### config.mk
export PLATFORM = sky130hd
export DESIGN_NAME = encode_packet
export DESIGN_NICKNAME = d
export VERILOG_FILES = /design/src/rtl/encode_packet.sv
export SDC_FILE = /design/constraint.sdc
export NUM_CORES = 2
export LEC_CHECK = 0
export CORE_MARGIN = 3
export CORE_UTILIZATION = 25
export CTS_CLUSTER_DIAMETER = 80
export CTS_CLUSTER_SIZE = 14
export DETAILED_ROUTE_END_ITERATION = 8
export PLACE_DENSITY = 0.53
export SETUP_SLACK_MARGIN = 0.02
export SYNTH_ARGS = -nofsm -noshare
export SYNTH_HDL_FRONTEND = slang
export SYNTH_SLANG_ARGS = --single-unit
export TNS_END_PERCENT = 20
### constraint.sdc
create_clock -name clk -period 3.75 [get_ports clk]
set_input_delay 0.5625 -clock clk [delete_from_list [all_inputs] [get_ports clk]]
set_output_delay 0.5625 -clock clk [all_outputs]
set_load 0.005 [all_outputs]
### src/rtl/encode_packet.sv
// Transmit-side DFX packetizer: slices one {addr, data} word into NUMBER_PACKET Aurora words,
// each tagged with the source router ID and its packet index, for the receive-side decoder.
module encode_packet #(
    parameter int          DATA_WIDTH        = 1024,
    parameter int          ADDR_WIDTH        = 10,
    parameter int          DATA_DFX_WIDTH    = DATA_WIDTH + ADDR_WIDTH,
    parameter int          AURORA_DATA_WIDTH = 64,
    parameter int          NUMBER_PACKET     = 19,
    parameter logic [1:0]  ROUTER_ID         = 2'b00
) (
    input  logic                          clk,
    input  logic                          rst_n,
    input  logic                          valid_dfx_data,
    input  logic [DATA_DFX_WIDTH-1:0]     data_dfx_send,
    output logic                          ready_dfx,
    output logic [AURORA_DATA_WIDTH-1:0]  tx_tdata,
    output logic                          tx_tvalid,
    input  logic                          tx_tready,
    output logic                          busy,
    output logic                          encode_done
);

    // Header takes bits [8:0]; the remainder of each Aurora word is payload.
    localparam int SLICE_WIDTH = AURORA_DATA_WIDTH - 9;
    localparam int PAD_WIDTH   = NUMBER_PACKET * SLICE_WIDTH;
    localparam int CNT_W       = $clog2(NUMBER_PACKET);
    localparam logic [CNT_W-1:0] LAST_PKT = CNT_W'(NUMBER_PACKET - 1);

    localparam logic [1:0] S_IDLE = 2'd0;
    localparam logic [1:0] S_SEND = 2'd1;
    localparam logic [1:0] S_DONE = 2'd2;

    logic [1:0]                state;
    logic [CNT_W-1:0]          pkt_cnt;
    logic [CNT_W-1:0]          cnt_next;
    logic [DATA_DFX_WIDTH-1:0] shadow;

    // Zero-padding the input to a whole number of slices makes the last, partial
    // word fall out of the same indexing as the full ones.
    function automatic logic [AURORA_DATA_WIDTH-1:0] make_word(
        input logic [DATA_DFX_WIDTH-1:0] d,
        input logic [CNT_W-1:0]          idx
    );
        logic [PAD_WIDTH-1:0] padded;
        padded    = PAD_WIDTH'(d);
        make_word = {padded[int'(idx)*SLICE_WIDTH +: SLICE_WIDTH], 2'b00, 5'(idx), ROUTER_ID};
    endfunction

    assign cnt_next = pkt_cnt + 1'b1;
    assign busy     = (state != S_IDLE);

    // Handshakes: an input word transfers on a rising edge where valid_dfx_data && ready_dfx;
    // an Aurora word transfers where tx_tvalid && tx_tready. Once raised, tx_tvalid and tx_tdata
    // hold until the transfer, and tx_tvalid stays high for the whole frame.
    always_ff @(posedge clk or negedge rst_n) begin
        if (!rst_n) begin
            state       <= S_IDLE;
            pkt_cnt     <= '0;
            shadow      <= '0;
            ready_dfx   <= 1'b0;
            tx_tdata    <= '0;
            tx_tvalid   <= 1'b0;
            encode_done <= 1'b0;
        end else begin
            encode_done <= 1'b0;
            case (state)
                S_IDLE: begin
                    if (valid_dfx_data && ready_dfx) begin
                        shadow    <= data_dfx_send;
                        pkt_cnt   <= '0;
                        ready_dfx <= 1'b0;
                        tx_tdata  <= make_word(data_dfx_send, {CNT_W{1'b0}});
                        tx_tvalid <= 1'b1;
                        state     <= S_SEND;
                    end else begin
                        ready_dfx <= 1'b1;
                    end
                end
                S_SEND: begin
                    if (tx_tvalid && tx_tready) begin
                        if (pkt_cnt == LAST_PKT) begin
                            tx_tvalid   <= 1'b0;
                            encode_done <= 1'b1;
                            state       <= S_DONE;
                        end else begin
                            pkt_cnt  <= cnt_next;
                            tx_tdata <= make_word(shadow, cnt_next);
                        end
                    end
                end
                S_DONE: begin
                    ready_dfx <= 1'b1;
                    state     <= S_IDLE;
                end
                default: begin
                    ready_dfx <= 1'b0;
                    tx_tvalid <= 1'b0;
                    state     <= S_IDLE;
                end
            endcase
        end
    end

endmodule

### Yosys cells after proc, flatten, opt, wreduce, memory -nomap -nowiden

Index checks and enable logic that the tools add are counted.

* flip-flop bits (word level): 1108
* output and inout bits: 68
* input bits: 1038
* logic and storage cells: 48

* multiply operators: 1
* shifts and indexed selects: 1
* add/subtract/negate cells: 1
* reductions and logical operators: 9
* mux-type cells: 21
* bitwise logic cells: 1
* equality and inequality tests: 7

Operators by type and width (count)
* 1045-bit by 12-bit variable part select with 55-bit output: 1
* 64-bit 2-to-1 mux: 3
* 64-bit case mux with 2 select lines: 1
* 5-bit 2-to-1 mux: 3
* 5-bit by 6-bit multiplier with 11-bit output, second input constant: 1
* 5-bit case mux with 2 select lines: 1
* 2-bit inequality test, second input constant: 4
* 4-bit AND reduction: 2
* 1-bit 2-to-1 mux: 7
* 2-bit 2-to-1 mux: 3
* 1-bit case mux with 3 select lines: 2
* 5-bit by 1-bit adder with 5-bit output, second input constant: 1
* 5-bit equality test, second input constant: 1
* 2-bit case mux with 2 select lines: 1
* 2-bit nonzero test: 2
* 3-bit AND reduction: 1
* 2-bit by 1-bit equality test with 1-bit output, second input constant: 1
* 2-bit equality test, second input constant: 1
* 1-bit logical AND: 2
* 2-bit zero test: 1
* 2-bit AND reduction: 1
* 1-bit NOT: 1

### Longest topological paths before layout

* word-level depth: 6
* depth in mapped cells: 17
* mapped depth without buffers: 7

### Worst setup path after synthesis

No wires, ideal clock.

* path type: reg2reg
* start point: reg pkt_cnt[0]
* end point: reg tx_tdata[33]
* setup time: 0.126 ns
* setup slack: 0.500 ns
* clock period less this slack: 3.250 ns
* data arrival time: 3.124 ns
* stages on the path, launching flop included: 16
* data required time: 3.624 ns
* buffers on the path: 9
* cells stage by stage: dfrtp_1 > buf_4 > buf_6 > buf_6 > buf_6 > inv_2 > buf_2 > ha_1 > buf_4 > buf_4 > buf_4 > clkbuf_1 > mux4_2 > a211oi_1 > a2111oi_0 > a221o_1

* word-level cells in the longest chain between the ends: 6
* elaborated cells between the ends (all ways): 9
* those cells by class: add/sub (1); mul (1); eq/ne (2); shift (1); mux (3); reduce/logical (1)

Ends and longest elaborated chain
* start: declaration: RTL line 34 `logic [CNT_W-1:0] pkt_cnt;`
* start signal: assignment: RTL line 86 `pkt_cnt <= cnt_next;`
* 5-bit by 1-bit adder with 5-bit output: RTL line 49 `assign cnt_next = pkt_cnt + 1'b1;`
* 5-bit by 6-bit multiplier with 11-bit output: RTL line 46 `make_word = {padded[int'(idx)*SLICE_WIDTH +: SLICE_WIDTH], 2'b00, 5'(idx), ROUTER_ID};`
* 1045-bit by 12-bit variable part select with 55-bit output: RTL line 46
* 64-bit 2-to-1 mux: RTL line 81 `if (pkt_cnt == LAST_PKT) begin`
* 64-bit 2-to-1 mux: RTL line 80 `if (tx_tvalid && tx_tready) begin`
* 64-bit case mux with 2 select lines: RTL line 66 `case (state)`
* end signal: assignment: RTL line 72 `tx_tdata <= make_word(data_dfx_send, {CNT_W{1'b0}});`
* end signal: assignment: RTL line 87 `tx_tdata <= make_word(shadow, cnt_next);`
* end: declaration: RTL line 16 `output logic [AURORA_DATA_WIDTH-1:0] tx_tdata,`

Parallel ways exist; a longest one is shown, timed or not. The select of a mux whose other input is x is not followed.
A chain may end at the register's enable or synchronous reset.

### Final worst setup path

* start point: reg pkt_cnt[0]
* end point: reg tx_tdata[19]

Same word-level chain as after synthesis.

==> results.txt <==
----------------------------------------------------
[Finish]
  Total area of multi-input combinational cells ... approximately 21,000 um^2
  Ratio of cells with drive above 1 in the final layout ... 9.66%
  Filler-free cell count of the finished design ... about 9,000
  Number of nets in the final layout ... approximately 7,500
  Area taken by flip-flops and latches ... 27,500 um^2
  Leading cell types in the layout, fill and taps excluded ... sky130_fd_sc_hd__nand2_1 (3,168), sky130_fd_sc_hd__clkdlybuf4s50_1 (1,100), sky130_fd_sc_hd__dfrtp_1 (1,098)
  Number of inserted filler cells in the final layout ... around 21,000
  Area Overhead vs Synth ... 35.9%
  Most common cell after layout, fill and taps aside ... sky130_fd_sc_hd__nand2_1

[CTS]
  CTS sink cnt ... 1,099
  Clock tree from TritonCTS ... yes
  Clock slew at the register clock pins of the worst setup and hold paths ... approximately 0.070 ns
  Number of buffers between clock root and the deepest sink ... 3
  Clock latency of the later-clocked register in the worst-skew pair ... approximately 0.75 ns
  H-Tree Depth ... 3
  Number of clock buffers inserted by TritonCTS ... 97
  Clock root buffer ... sky130_fd_sc_hd__clkbuf_16

[Pwr]
  Total power ... approximately 56 mW
  Switching Power ... between 20 and 25 mW
  Sequential power share ... roughly 38%
  Combinational share of power ... between 40% and 50%
  Portion of total power attributed to the clock network ... between 15 and 20%
  Leakage power total ... 32.2 nW
  Internal power contribution ... 33.4 mW
  Net Sw Frac ... 40.1%
  Areal power density over the cells ... ~800 nW/um^2
  Largest vdd supply drop ... 438 uV

[Logic synthesis]
  Proportion of synthesized chip area in sequential cells ... between 50% and 60%
  Mux contribution to synthesized area ... approximately an eighth
  Mean cell area of the mapped netlist ... 9.30 um^2
  Parity-gate share of the synthesized area counting xor and xnor cells ... less than 1%
  Number of library cell types mapped by synthesis ... between 40 and 50
  Flip-flop and latch count after synthesis ... roughly 1,100
  Top FF cell, synth ... sky130_fd_sc_hd__dfrtp_1
  Adder-Cell Fraction of Synth Area ... less than 1%
  Synthesized instance count ... around 5,400
  Post-synthesis cell area ... roughly 50,000 um^2
  Top cell type's share of synthesized area ... between 50% and 60%
  Warning count from the yosys run ... 0
  Synthesized-area fraction occupied by ao, oa, aoi and oai cells ... 4.82%
  Synth async-reset ratio ... 100%
  Ranking of synthesized cells by area ... sky130_fd_sc_hd__dfrtp_1 (55%), sky130_fd_sc_hd__nand2_1 (24%), sky130_fd_sc_hd__mux4_2 (9.9%), sky130_fd_sc_hd__clkbuf_1 (1.9%), sky130_fd_sc_hd__mux2_2 (1.2%)
  Number of synthesized flops with an enable pin ... 0
  Area leader, netlist ... sky130_fd_sc_hd__dfrtp_1
  Main combinational cell family by area after synthesis ... simple AND/OR/NAND/NOR gates
  Share of synthesized cell area in and, or, nand and nor gates ... roughly a quarter

[Worst setup path]
  Worst-path fanout max ... 50
  Data required time at the worst endpoint ... roughly 4.4 ns
  Startpoint type of the worst setup path ... flip-flop
  Master of the slowest instance on the critical path ... sky130_fd_sc_hd__a211oi_1
  Endpoint type of the worst setup path ... flip-flop
  Crit Path Class ... reg2reg
  CP peak stage delay ... roughly 0.70 ns
  Worst endpoint data arrival time ... about 4 ns
  Critical path, cell by cell ... buf_12 -> buf_4 -> mux4_2 -> and2_1 -> a211oi_1 -> a2111oi_0 -> a221o_1

[Flow run]
  Total of max-cap violations ... 0

[Global routing]
  Maximum number of pins on one net before global-route repair ... ~180
  Global-route wire length before repair ... 327,000 um
  Global route overflow ... 0
  Via count of the first global-routing pass ... between 40,000 and 50,000
  Number of antenna violations at the first check in global routing ... 76
  Overall Global Routing Usage ... 22.3%

[STA]
  Highest attainable clock frequency ... between 0.2 and 0.3 GHz
  Final Hold Violating Endpoints ... 0
  Share of the clock period used by the worst path after layout ... 93.0%
  Crit path setup slack, layout ... between 0.2 and 0.3 ns
  Unrepaired setup endpoints after global routing ... false
  Final worst clock skew ... around 0.043 ns
  # setup viols final ... 0
  Final slew viol count ... 0
  Shortest period the worst path allows ... ~3.5 ns
  Total negative setup slack ... 0 ns
  Transition time at the pin with the least slew margin ... ~1.2 ns
  Relative slew slack ... around 19%

[Placement]
  Routability-driven placement congestion ratio ... 0.892
  Estimated wirelength of the detail-placed design ... 184,000 um
  Cell count after placement ... around 9,000
  # port buffers ... approximately 1,100
  Placement Setup Slack ... 0.221 ns

[Floorplanning]
  Io pins ... between 1,000 and 1,500
  Full die area ... 206,000 um^2
  Die height ... approximately 450 um
  Core region area ... ~200,000 um^2
  Die Wd ... ~450 um
  Initial cell density of the core ... about a quarter
  Site Rows ... approximately 160

[Min path]
  Path type of the worst min-delay path ... in2reg

[Routing]
  Final routed DRC violation total ... 0
  Via count of the routed design ... around 42,000
  First-pass iteration count of the detailed router ... 5
  Post-detailed-route via-to-cell ratio ... 4.64
  First DRT Iteration DRCs ... roughly 3,200
  Detailed Route WL ... approximately 240,000 um
  Post-detailed-route wirelength per cell ... around 26 um
  Routed Antenna Nets ... 0

[Run status]
  Outcome ... finished clean

----------------------------------------------------
synth_stat cells (all sizes together), types with 4 or more instances:
cell and instances:
o2bb2ai 44, a2111oi 44, or3 12, buf 122, a221o 44, o21ai 58
nand3 6, mux2i 44, clkbuf 250, nand2 3168, mux2 55, dfrtp 1099
a211oi 44, mux4 220, o31ai 4, and2 47, a21oi 91
stage by stage:
| step | util [%] | hold WS [ns] | area, um^2 |
|---|---|---|---|
| 2_1_floorplan | - | 0.267 | 50100 |
| 3_3_place_gp | 32.8 | 0.452 | 65100 |
| 3_5_place_dp | 32.8 | 0.457 | 65100 |
| 4_1_cts | 34.3 | 0.237 | 68000 |
| 5_1_grt | 34.3 | 0.269 | 68100 |
| 6_report | 34.4 | 0.342 | 68100 |
worst max-delay path, delay by kind of cell, from the launching register on:
family          cells  cell delay (ns)
compound gates      3             1.20
simple gates        1             0.17
buf+inv             2             0.72
flops               1             0.54
mux                 1             0.53
flip-flops by register name (all words and copies together), names as in the netlist:
name         cells
encode_done      1
state            2
shadow        1034
tx_tvalid        1
tx_tdata        56
pkt_cnt          4
ready_dfx        1
routing by layer:
| layer | vias up | GRT usage, % | routed length [um] |
|---|---|---|---|
| li1 | 19542 | - | - |
| met1 | 21369 | 25.2 | 88100 |
| met2 | 1226 | 40.5 | 124000 |
| met3 | 289 | 5.05 | 13900 |
| met4 | 26 | 8.61 | 9090 |
| met5 | - | 0 | 172 |
final timing paths:
path	startpoint	slack, ns	cells after the start	end
max	pkt_cnt[0]	0.26	7	tx_tdata[19]
min	data_dfx_send[968]	0.34	3	shadow[968]
max reg2reg	pkt_cnt[0]	0.26	7	tx_tdata[19]
min reg2reg	shadow[713]	0.47	2	shadow[713]
max in group asynchronous	rst_n	1.92	4	shadow[503]
min in group asynchronous	rst_n	0.49	2	shadow[485]
cell type report:
type                    count  area share (%)
diodes                     50           0.184
clock buffers             110            3.79
clock inverters            24           0.417
inverters                   2          0.0110
multi-input cells        3918            30.8
flip-flops and latches   1099            40.4
well taps                2640            4.85
repair buffers           1305            19.5
cells by family (layout without fill, tap and decap cells):
family                   after synthesis  count (layout)
AND/OR/NAND/NOR                     3253            3253
flip-flops                          1099            1099
buffers and inverters                374            1441
AO/OA/AOI/OAI                        337             337
multiplexers                         319             319
XOR/XNOR                               3               3
adder cells (fa/ha/maj)                2               2
other                                  1              54
power by group through the flow:
stage,registers (mW),clock network (mW),logic [mW]
3_3_place_gp,21.0,0,25.3
4_1_cts,21.0,10.2,25.7
3_5_place_dp,21.1,0,25.6
2_1_floorplan,19.6,0,15.2
6_report,21.0,9.89,24.8
5_1_grt,21.6,10.6,27.3
timing repair:
| item | 4_1_cts | 5_1_grt |
|---|---|---|
| resized for setup | 0 | 0 |
| hold buffers | 1 | 0 |
| setup buffers | 0 | 0 |
| hold endpoints to repair | 14 | 0 |
Note: power is estimated with default switching activity, not from simulation.
